File: src/rtl/regfile_pkg.sv
// regfile_pkg: constants, types and helpers shared by the multi-port register
// file, its scoreboard controller and the writeback stage.
package regfile_pkg;

    localparam int XLEN_DEFAULT = 32;
    localparam int REG_ZERO     = 0;
    localparam int AW_MAX       = 6;

    // Number of address bits needed to index nRegs registers (ceil(log2)).
    function automatic int regfileAddrBits(input int nRegs);
        int bits;
        bits = 0;
        while ((1 << bits) < nRegs) begin
            bits++;
        end
        return bits;
    endfunction

    // One writeback port as produced by the writeback stage.
    typedef struct packed {
        logic                    en;
        logic [AW_MAX-1:0]       addr;
        logic [XLEN_DEFAULT-1:0] data;
    } wrPort_t;

endpackage

File: src/rtl/regfile_sb_ctrl.sv
// regfile_sb_ctrl: per-register busy scoreboard. Issue marks a destination
// busy, any writeback to it clears it, and an issue in the same cycle as a
// clear wins because it belongs to the younger producer. Also keeps a
// registered population count of the busy bits. Register 0 is never busy.
module regfile_sb_ctrl
    import regfile_pkg::*;
#(
    parameter  int NREGS  = 32,
    parameter  int NUM_WR = 2,
    localparam int AW     = regfileAddrBits(NREGS)
) (
    input  logic                 clk_i,
    input  logic                 rst_ni,
    input  logic [NUM_WR-1:0]    wr_en_i,
    input  logic [NUM_WR*AW-1:0] wr_addr_i,
    input  logic                 iss_en_i,
    input  logic [AW-1:0]        iss_addr_i,
    output logic [NREGS-1:0]     busy_o,
    output logic [AW:0]          busy_cnt_o
);

    logic [NREGS-1:0] busy_q;
    logic [NREGS-1:0] busy_d;
    logic [AW:0]      busyCnt_q;
    logic [AW:0]      busyCnt_d;
    logic             setHit;
    logic             clrHit;

    // Next busy vector from set/clear per register, and its population count.
    always_comb begin
        busy_d    = '0;
        busyCnt_d = '0;
        setHit    = 1'b0;
        clrHit    = 1'b0;
        for (int r = REG_ZERO + 1; r < NREGS; r++) begin
            setHit = iss_en_i && (iss_addr_i == AW'(r));
            clrHit = 1'b0;
            for (int j = 0; j < NUM_WR; j++) begin
                clrHit = clrHit || (wr_en_i[j] && (wr_addr_i[j*AW +: AW] == AW'(r)));
            end
            busy_d[r] = setHit || (busy_q[r] && !clrHit);
            busyCnt_d = busyCnt_d + {{AW{1'b0}}, busy_d[r]};
        end
    end

    // Busy vector and count register; reset discards all pending state.
    always_ff @(posedge clk_i) begin
        if (!rst_ni) begin
            busy_q    <= '0;
            busyCnt_q <= '0;
        end else begin
            busy_q    <= busy_d;
            busyCnt_q <= busyCnt_d;
        end
    end

    assign busy_o     = busy_q;
    assign busy_cnt_o = busyCnt_q;

endmodule

File: src/rtl/regfile_mp_sb.sv
// regfile_mp_sb: parametrised multi-port integer register file with a busy
// scoreboard. Reads are combinational, writes commit on the rising edge with
// the highest-index write port winning, x0 always reads zero.
// Optional build macro: REGFILE_BYPASS_EN forwards same-cycle writeback data
// to the read ports and hides the busy flag of the register being written.
module regfile_mp_sb
    import regfile_pkg::*;
#(
    parameter  int XLEN   = XLEN_DEFAULT,
    parameter  int NREGS  = 32,
    parameter  int NUM_RD = 2,
    parameter  int NUM_WR = 2,
    localparam int AW     = regfileAddrBits(NREGS)
) (
    input  logic                   clk,
    input  logic                   rst,
    input  logic [NUM_RD*AW-1:0]   rd_addr,
    output logic [NUM_RD*XLEN-1:0] rd_data,
    output logic [NUM_RD-1:0]      rd_busy,
    input  logic [NUM_WR-1:0]      wr_en,
    input  logic [NUM_WR*AW-1:0]   wr_addr,
    input  logic [NUM_WR*XLEN-1:0] wr_data,
    input  logic                   iss_en,
    input  logic [AW-1:0]          iss_addr,
    output logic [AW:0]            busy_cnt,
    output logic                   stall
);

    logic [XLEN-1:0]  regFile_q [NREGS];
    logic [NREGS-1:0] busyVec;
    logic [AW-1:0]    rdIdx;

    regfile_sb_ctrl #(
        .NREGS  (NREGS),
        .NUM_WR (NUM_WR)
    ) u_sbCtrl (
        .clk_i      (clk),
        .rst_ni     (rst),
        .wr_en_i    (wr_en),
        .wr_addr_i  (wr_addr),
        .iss_en_i   (iss_en),
        .iss_addr_i (iss_addr),
        .busy_o     (busyVec),
        .busy_cnt_o (busy_cnt)
    );

    // Storage array: clear on reset, otherwise commit writes in port order so the higher index wins.
    always_ff @(posedge clk) begin
        if (!rst) begin
            for (int r = 0; r < NREGS; r++) begin
                regFile_q[r] <= '0;
            end
        end else begin
            for (int j = 0; j < NUM_WR; j++) begin
                if (wr_en[j] && (wr_addr[j*AW +: AW] != AW'(REG_ZERO))) begin
                    regFile_q[wr_addr[j*AW +: AW]] <= wr_data[j*XLEN +: XLEN];
                end
            end
        end
    end

    // Read muxing per port with optional writeback forwarding; x0 overrides everything.
    always_comb begin
        rd_data = '0;
        rd_busy = '0;
        rdIdx   = '0;
        for (int k = 0; k < NUM_RD; k++) begin
            rdIdx                     = rd_addr[k*AW +: AW];
            rd_data[k*XLEN +: XLEN]   = regFile_q[rdIdx];
            rd_busy[k]                = busyVec[rdIdx];
`ifdef REGFILE_BYPASS_EN
            for (int j = 0; j < NUM_WR; j++) begin
                if (rst && wr_en[j] && (wr_addr[j*AW +: AW] == rdIdx)) begin
                    rd_data[k*XLEN +: XLEN] = wr_data[j*XLEN +: XLEN];
                    rd_busy[k]              = iss_en && (iss_addr == rdIdx);
                end
            end
`endif
            if (rdIdx == AW'(REG_ZERO)) begin
                rd_data[k*XLEN +: XLEN] = '0;
                rd_busy[k]              = 1'b0;
            end
        end
    end

    assign stall = |rd_busy;

endmodule
File: config.mk
export PLATFORM = sky130hd
export DESIGN_NAME = regfile_mp_sb
export DESIGN_NICKNAME = d
export VERILOG_FILES = /design/src/rtl/regfile_pkg.sv /design/src/rtl/regfile_sb_ctrl.sv /design/src/rtl/regfile_mp_sb.sv
export SDC_FILE = /design/constraint.sdc
export NUM_CORES = 2
export LEC_CHECK = 0
export CORE_MARGIN = 4
export CORE_UTILIZATION = 35
export CTS_CLUSTER_SIZE = 16
export DETAILED_ROUTE_END_ITERATION = 12
export PLACE_DENSITY = 0.5
export SLEW_MARGIN = 10
export SYNTH_ARGS = -nofsm -noshare
export SYNTH_HDL_FRONTEND = slang
export SYNTH_HIERARCHICAL = 1
export SYNTH_SLANG_ARGS = --single-unit
File: constraint.sdc
create_clock -name clk -period 8.66 [get_ports clk]
set_input_delay 1.732 -clock clk [delete_from_list [all_inputs] [get_ports clk]]
set_output_delay 1.732 -clock clk [all_outputs]
set_load 0.03 [all_outputs]
; ---- After elaboration in Yosys (flattened, before gate mapping)
; Memories as Yosys holds them, arrays and structs flattened.
; Cells that the tools add are included.
[classes]
n_reduce_logical = 226
muxes = 21
div = 0
addsub = 30
n_bitwise = 0
shifts = 0
eq_ne = 93
n_lt_le_gt_ge = 2
multipliers = 0
[ops]
columns = op, count
row1 = $eq 5x5->1 const B, 48
row2 = $add 6x1->6, 29
row3 = $mux 32, 4
row4 = $logic_and 1x1->1, 126
row5 = $eq 5x4->1 const B, 24
row6 = $reduce_or 32->1, 2
row7 = $logic_or 1x1->1, 62
row8 = $eq 5x3->1 const B, 12
row9 = $logic_not 1->1, 31
row10 = $eq 5x2->1 const B, 6
row11 = $eq 5x1->1 const B, 3
row12 = $mux 1, 13
row13 = $lt 5x6->1 const B, 2
row14 = $bmux 1 s5, 2
row15 = $logic_not 5->1, 2
row16 = $mux 5, 2
row17 = $reduce_bool 5->1, 2
row18 = $add 1x1->2, 1
row19 = $reduce_or 2->1, 1
[totals]
ram_bits = 1024
latchBits = 0
out_inout_bits = 73
inputBits = 94
romBits = 0
ff_bits = 38
mem_count = 1
[memory_table]
columns = memory, depth, word_bits, read_ports, rd_ports_with_merged_regs, write_ports, line
row1 = regFile_q, 32, 32, 2, 0, 32, regfile_mp_sb.sv:29  ; logic [XLEN-1:0] regFile_q [NREGS];

; ---- Logic depth before layout (Yosys ltp)
[logic_depth]
ltp_word = 36
ltp_mapped = 21
depth_no_buf = 20

; ---- Hierarchy
; Netlist, hierarchy kept.
[modules_own_cells]
columns = mod, seq_area_each_um2, n_inst, area_per_inst_um2, cells_each
row1 = regfile_mp_sb, 30749.5, 1, 58224.6, 3546
row2 = regfile_sb_ctrl, 740.7, 1, 2612.5, 306

; ---- Worst setup path before layout
; Ideal clock, no wire load.
[synth_path]
path_type = in2reg
startpoint = input port wr_addr[0]
endpoint = register u_sbCtrl.busyCnt_q[4] (netlist: u_sbCtrl/busy_cnt_o[4])
path_stages = 17
arrival_ns = 6.699
path_slack_ns = 1.889
required_ns = 8.588
path_buffers = 1
path_cell_list = or2_2 -> clkbuf_1 -> nor3_1 -> o22ai_1 -> fa_1 -> inv_1 -> fa_1 -> fa_1 -> fa_1 -> fa_1 -> fa_1 -> fa_1 -> fa_1 -> nor2b_1 -> o21ai_0 -> nand2_1 -> mux2i_1
[synth_between]
word_cells_on_any_way = 216
cone_classes = add/sub (30) / eq/ne (31) / reduce/logical (155)
[synth_lines]
columns = item, line
row1 = from (decl), regfile_mp_sb.sv:21  ; input logic [NUM_WR*AW-1:0] wr_addr,
row2 = $eq 5x5->1, regfile_sb_ctrl.sv:39  ; clrHit = clrHit || (wr_en_i[j] && (wr_addr_i[j*AW +: AW] == AW'(r)));
row3 = $logic_and 1x1->1, regfile_sb_ctrl.sv:39
row4 = $logic_or 1x1->1, regfile_sb_ctrl.sv:39
row5 = $logic_not 1->1, regfile_sb_ctrl.sv:41  ; busy_d[r] = setHit || (busy_q[r] && !clrHit);
row6 = $logic_and 1x1->1, regfile_sb_ctrl.sv:41
row7 = $logic_or 1x1->1, regfile_sb_ctrl.sv:41
row8 = named net u_sbCtrl.busy_d[24], regfile_sb_ctrl.sv:23  ; logic [NREGS-1:0] busy_d;
row9 = $add 6x1->6 (8 in a row), regfile_sb_ctrl.sv:42  ; busyCnt_d = busyCnt_d + {{AW{1'b0}}, busy_d[r]};
row10 = to (signal assigned), regfile_sb_ctrl.sv:53  ; busyCnt_q <= busyCnt_d;
row11 = to (decl), regfile_sb_ctrl.sv:24  ; logic [AW:0] busyCnt_q;
; The timed path passes the listed nets, and every way through them passes these cells.
; A chain may end at the register's enable or synchronous reset.

; ---- Worst setup path after layout
[layout_path]
startpoint = input port wr_addr[4]
endpoint = register u_sbCtrl.busyCnt_q[4] (netlist: u_sbCtrl/busy_cnt_o[4])
[layout_between]
word_cells_on_any_way = 216
cone_classes = add/sub (30) / eq/ne (31) / reduce/logical (155)
[layout_lines]
columns = item, line
row1 = $eq 5x4->1, regfile_sb_ctrl.sv:39
row2 = $logic_and 1x1->1, regfile_sb_ctrl.sv:39
row3 = $logic_or 1x1->1, regfile_sb_ctrl.sv:39
row4 = $logic_not 1->1, regfile_sb_ctrl.sv:41
row5 = $logic_and 1x1->1, regfile_sb_ctrl.sv:41
row6 = $logic_or 1x1->1, regfile_sb_ctrl.sv:41
row7 = named net u_sbCtrl.busy_d[8], regfile_sb_ctrl.sv:23
row8 = $add 6x1->6 (24 in a row), regfile_sb_ctrl.sv:42
; The timed path passes the listed nets, and every way through them passes these cells.

==> results.txt <==
The worst voltage drop across the vdd grid is 0.188 mV. On the critical path the largest part of the delay comes from adder cells. Setup violations remaining at the end of the flow were counted as 0. The deepest clock path buffer count came out at 3. Entering global routing, the biggest net connects 73 pins. The routed length per placed instance is 43.2 µm. The combined area of all synthesized cells is 60800 µm². The worst register-to-register path begins at u_sbCtrl/busy_o[8]$_SDFF_PN0_. The total global routing track utilization is 29.3%. Detailed placement finished with a half-perimeter wire length of 166000 µm. The number of nets still failing antenna checks after routing is 0. The signal on the critical path passes through clkdlybuf4s50_1 > nand2b_1 > nor3_1 > o32ai_1 > fa_1 > inv_1 > fa_1 > fa_1 > fa_1 > fa_1 > fa_1 > fa_1 > fa_1 > nor2b_1 > o21ai_0 > nand2_1 > mux2i_1. The total overflow reported by the global router came out at 0. The count of buffer and inverter cells on the critical path is 2. The max-slew violation total from the final report came out at 0. In this run the mean area of a mapped cell was 15.8 µm². The die area is 181000 µm². The most prevalent standard cell on the critical path is fa_1. The number of antenna violations at the first check in global routing came to 11.

The number of levels in the clock H-tree is 3. The total leakage power came out at 22.9 nW. The routed via count is 43000. Once the floorplan was initialized, standard cells occupied 35.3% of the core. The startpoint identified for the worst hold timing path is u_sbCtrl/busy_o[3]$_SDFF_PN0_.

The worst slew slack as a fraction of its limit came out at 3.25%. The highest clock rate came out at 139 MHz. Across all register-to-register paths, the minimum setup slack is 3360 ps. The register area share after synthesis came out at 51.8%.

Setup repair after global routing left no endpoint under its margin. The share of cells above drive strength 1 is 29.4%. The top cell types in the final layout, fill and taps aside, are a22o_1 (1024), edfxtp_1 (1024), mux4_2 (654). For this run, the leading register cell type out of synthesis is edfxtp_1. The register bit count reported by yosys is 1061. Input and output buffers added on the ports amount to 166.

The number of DRC violations after detailed-routing iteration 0 came out at 6218. On the worst path, the slowest cell contributes a delay of 790 ps. At the end of routability-driven placement, the weighted congestion stood at 0.885. For the pin with the worst max-slew slack, the measured transition is 1450 ps.

The worst clock skew is 8.58 ps. The number of rows in the core area is 152. The checks that failed: DRC. In this run the worst path has a maximum fanout of 15. The worst register-to-register path ends at u_sbCtrl/busy_cnt_o[4]$_SDFF_PN0_. The final worst setup slack came out at 1450 ps. The first-pass detailed-route iteration total came out at 10.

The clock period could shrink to 7210 ps. The accumulated negative setup slack came out at 0 ps. The Yosys warning count came out at 6. STA classifies the critical path startpoint as a primary input. Counting instances, the worst hold path has a depth of 1. The worst endpoint required time came out at 9330 ps.

The clock net sink count is 1061. The final hold violation count is 0. The clock-pin slew on the worst setup and hold paths is 60 ps. The worst setup path is captured at a register. The reported max-cap violation count came out at 0. The first global-routing pass estimated 366000 µm of wire.

The horizontal extent of the die came out at 425 µm. Of the available clock period, the critical path in the final layout requires 83.3%. In this run the clock root is driven by a clkbuf_16. The async set or reset register ratio after synthesis came out at 0%.

The critical path starts at wr_addr[4]. The total core area is 172000 µm². The via count of the first global-routing pass is 42600. TritonCTS built the clock tree. The final-stage net count came out at 3956. Compared with the post-synthesis result, the final layout area differs by 14.1%. In this run the worst hold path is classified as reg -> reg.

The number of buffers created by CTS came out at 119. The worst setup timing slack at the placement stage came out at 798 ps. The number of remaining DRC errors is 2. The post-CTS setup repair buffer count is 0. The count of different cell masters after synthesis came out at 56. The number of flops mapped to enable cells by yosys came out at 1024. The path with the worst hold slack has its endpoint at u_sbCtrl/busy_o[3]$_SDFF_PN0_. The count of mapped cells out of synthesis is 3852. The overall die height is 425 µm. The clock latency at the later pin of the worst-skew pair came out at 740 ps.

The count of hold-fix buffers inserted at cts came out at 0. The total wirelength of the detailed-routed design came out at 270000 µm. Counting cells, the worst reg-to-reg path comes to 15.

The flow ran to the end, but the final reports show violations. The count of pins on the block boundary is 167. The power per standard cell area is 191 nW/µm². The count of instances resized after the clock tree is built is 0. The data arrival at the endpoint of the critical path is 7890 ps. The cell at the slowest stage of the critical path is clkdlybuf4s50_1. The worst setup path is of the in -> reg kind. Using the TritonRoute via totals, the vias-per-cell ratio works out to 6.89.
[registers in the layout, summed over array words and instances (netlist names)]
register and flops:
regFile_q 1024, u_sbCtrl/busy_o 31, u_sbCtrl/busy_cnt_o 6
[where the power goes]
| group | leakage, nW | internal [W] | switching, W |
|---|---|---|---|
| clock network | 1.90 | 0.00289 | 0.00227 |
| logic | 10.9 | 0.000824 | 0.00123 |
| registers | 10.1 | 0.00593 | 0.000145 |
| total | 22.9 | 0.00964 | 0.00364 |
[worst register-to-register path: stages (launching register included)]
cell	delay (ps)
dfxtp_1	370
inv_1	60
o32ai_1	450
fa_1	540
inv_1	100
fa_1	440
fa_1	520
fa_1	440
fa_1	520
fa_1	430
fa_1	430
fa_1	450
nor2b_1	150
o21ai_0	90
nand2_1	90
mux2i_1	180
[cells in the mapped netlist (all sizes together), types with 3 or more instances]
cell type,n,share of area [%]
a21oi,4,0.033
a22o,1024,15
and2,14,0.14
and3,3,0.031
buf,163,1.4
clkbuf,408,2.5
dfxtp,37,1.2
edfxtp,1024,51
fa,23,0.76
ha,7,0.14
inv,62,0.38
mux2,3,0.056
mux2i,9,0.15
mux4,654,24
nand2,78,0.48
nand2b,16,0.16
nand3,8,0.066
nand3b,33,0.41
nand4,5,0.051
nand4b,7,0.10
nor2,107,0.69
nor2b,7,0.072
nor3,22,0.18
nor3b,4,0.049
o21a,5,0.062
o21ai,60,0.49
o221ai,4,0.058
o22a,9,0.13
o22ai,12,0.12
o31ai,4,0.049
o32ai,3,0.043
or2,9,0.093
or3,3,0.039
[stage by stage]
step	instance area [µm²]	total power [W]	utilization (%)	hold WS, ps	std cells
3_5_place_dp	65500	0.00819	38.0	589	6020
4_1_cts	69400	0.0133	40.3	599	6245
2_1_floorplan	61000	0.00732	-	503	3883
5_1_grt	69400	0.0136	40.3	633	6247
3_3_place_gp	65500	0.00818	38.0	598	6020
6_report	69400	0.0133	40.3	604	6249
[cell type report]
type | instances | area, µm²
Fill cell | 15800 | 103000
Sequential cell | 1061 | 31500
Multi-Input combinational cell | 2189 | 27300
Timing Repair Buffer | 399 | 3570
Clock buffer | 138 | 3050
Tap cell | 2310 | 2890
Clock inverter | 87 | 821
Inverter | 62 | 238
Antenna cell | 3 | 7.51
[layer usage]
layer	vias up	global-route usage [%]	part of all wire, %
li1	16400	-	-
met5	-	0	0.019
met4	8	14.7	5.8
met2	2840	45.9	46
met3	693	6.51	9.8
met1	23100	38.5	38
[how the worst max path moves through the flow]
| stage | to | slack, ps | depth (start not counted) |
|---|---|---|---|
| final | u_sbCtrl/busy_cnt_o[4]$_SDFF_PN0_ | 1450 | 17 |
| after global routing | u_sbCtrl/busy_cnt_o[4]$_SDFF_PN0_ | 1190 | 17 |
| after CTS | u_sbCtrl/busy_cnt_o[4]$_SDFF_PN0_ | 1580 | 17 |
| after detailed placement | u_sbCtrl/busy_cnt_o[4]$_SDFF_PN0_ | 800 | 17 |
| after global placement | u_sbCtrl/busy_cnt_o[4]$_SDFF_PN0_ | 690 | 16 |
| after floorplan | u_sbCtrl/busy_cnt_o[4]$_SDFF_PN0_ | 1890 | 17 |
[cell families after synthesis]
kind of cell             Yosys count  synth area share [%]
other                              2                0.0123
flip-flops                      1061                  51.8
AND/OR/NAND/NOR                  326                  2.72
multiplexers                     666                  24.4
AO/OA/AOI/OAI                   1134                  15.9
adder cells (fa/ha/maj)           30                 0.901
buffers and inverters            633                  4.32
No activity file was read; power rests on OpenSTA's default activity.
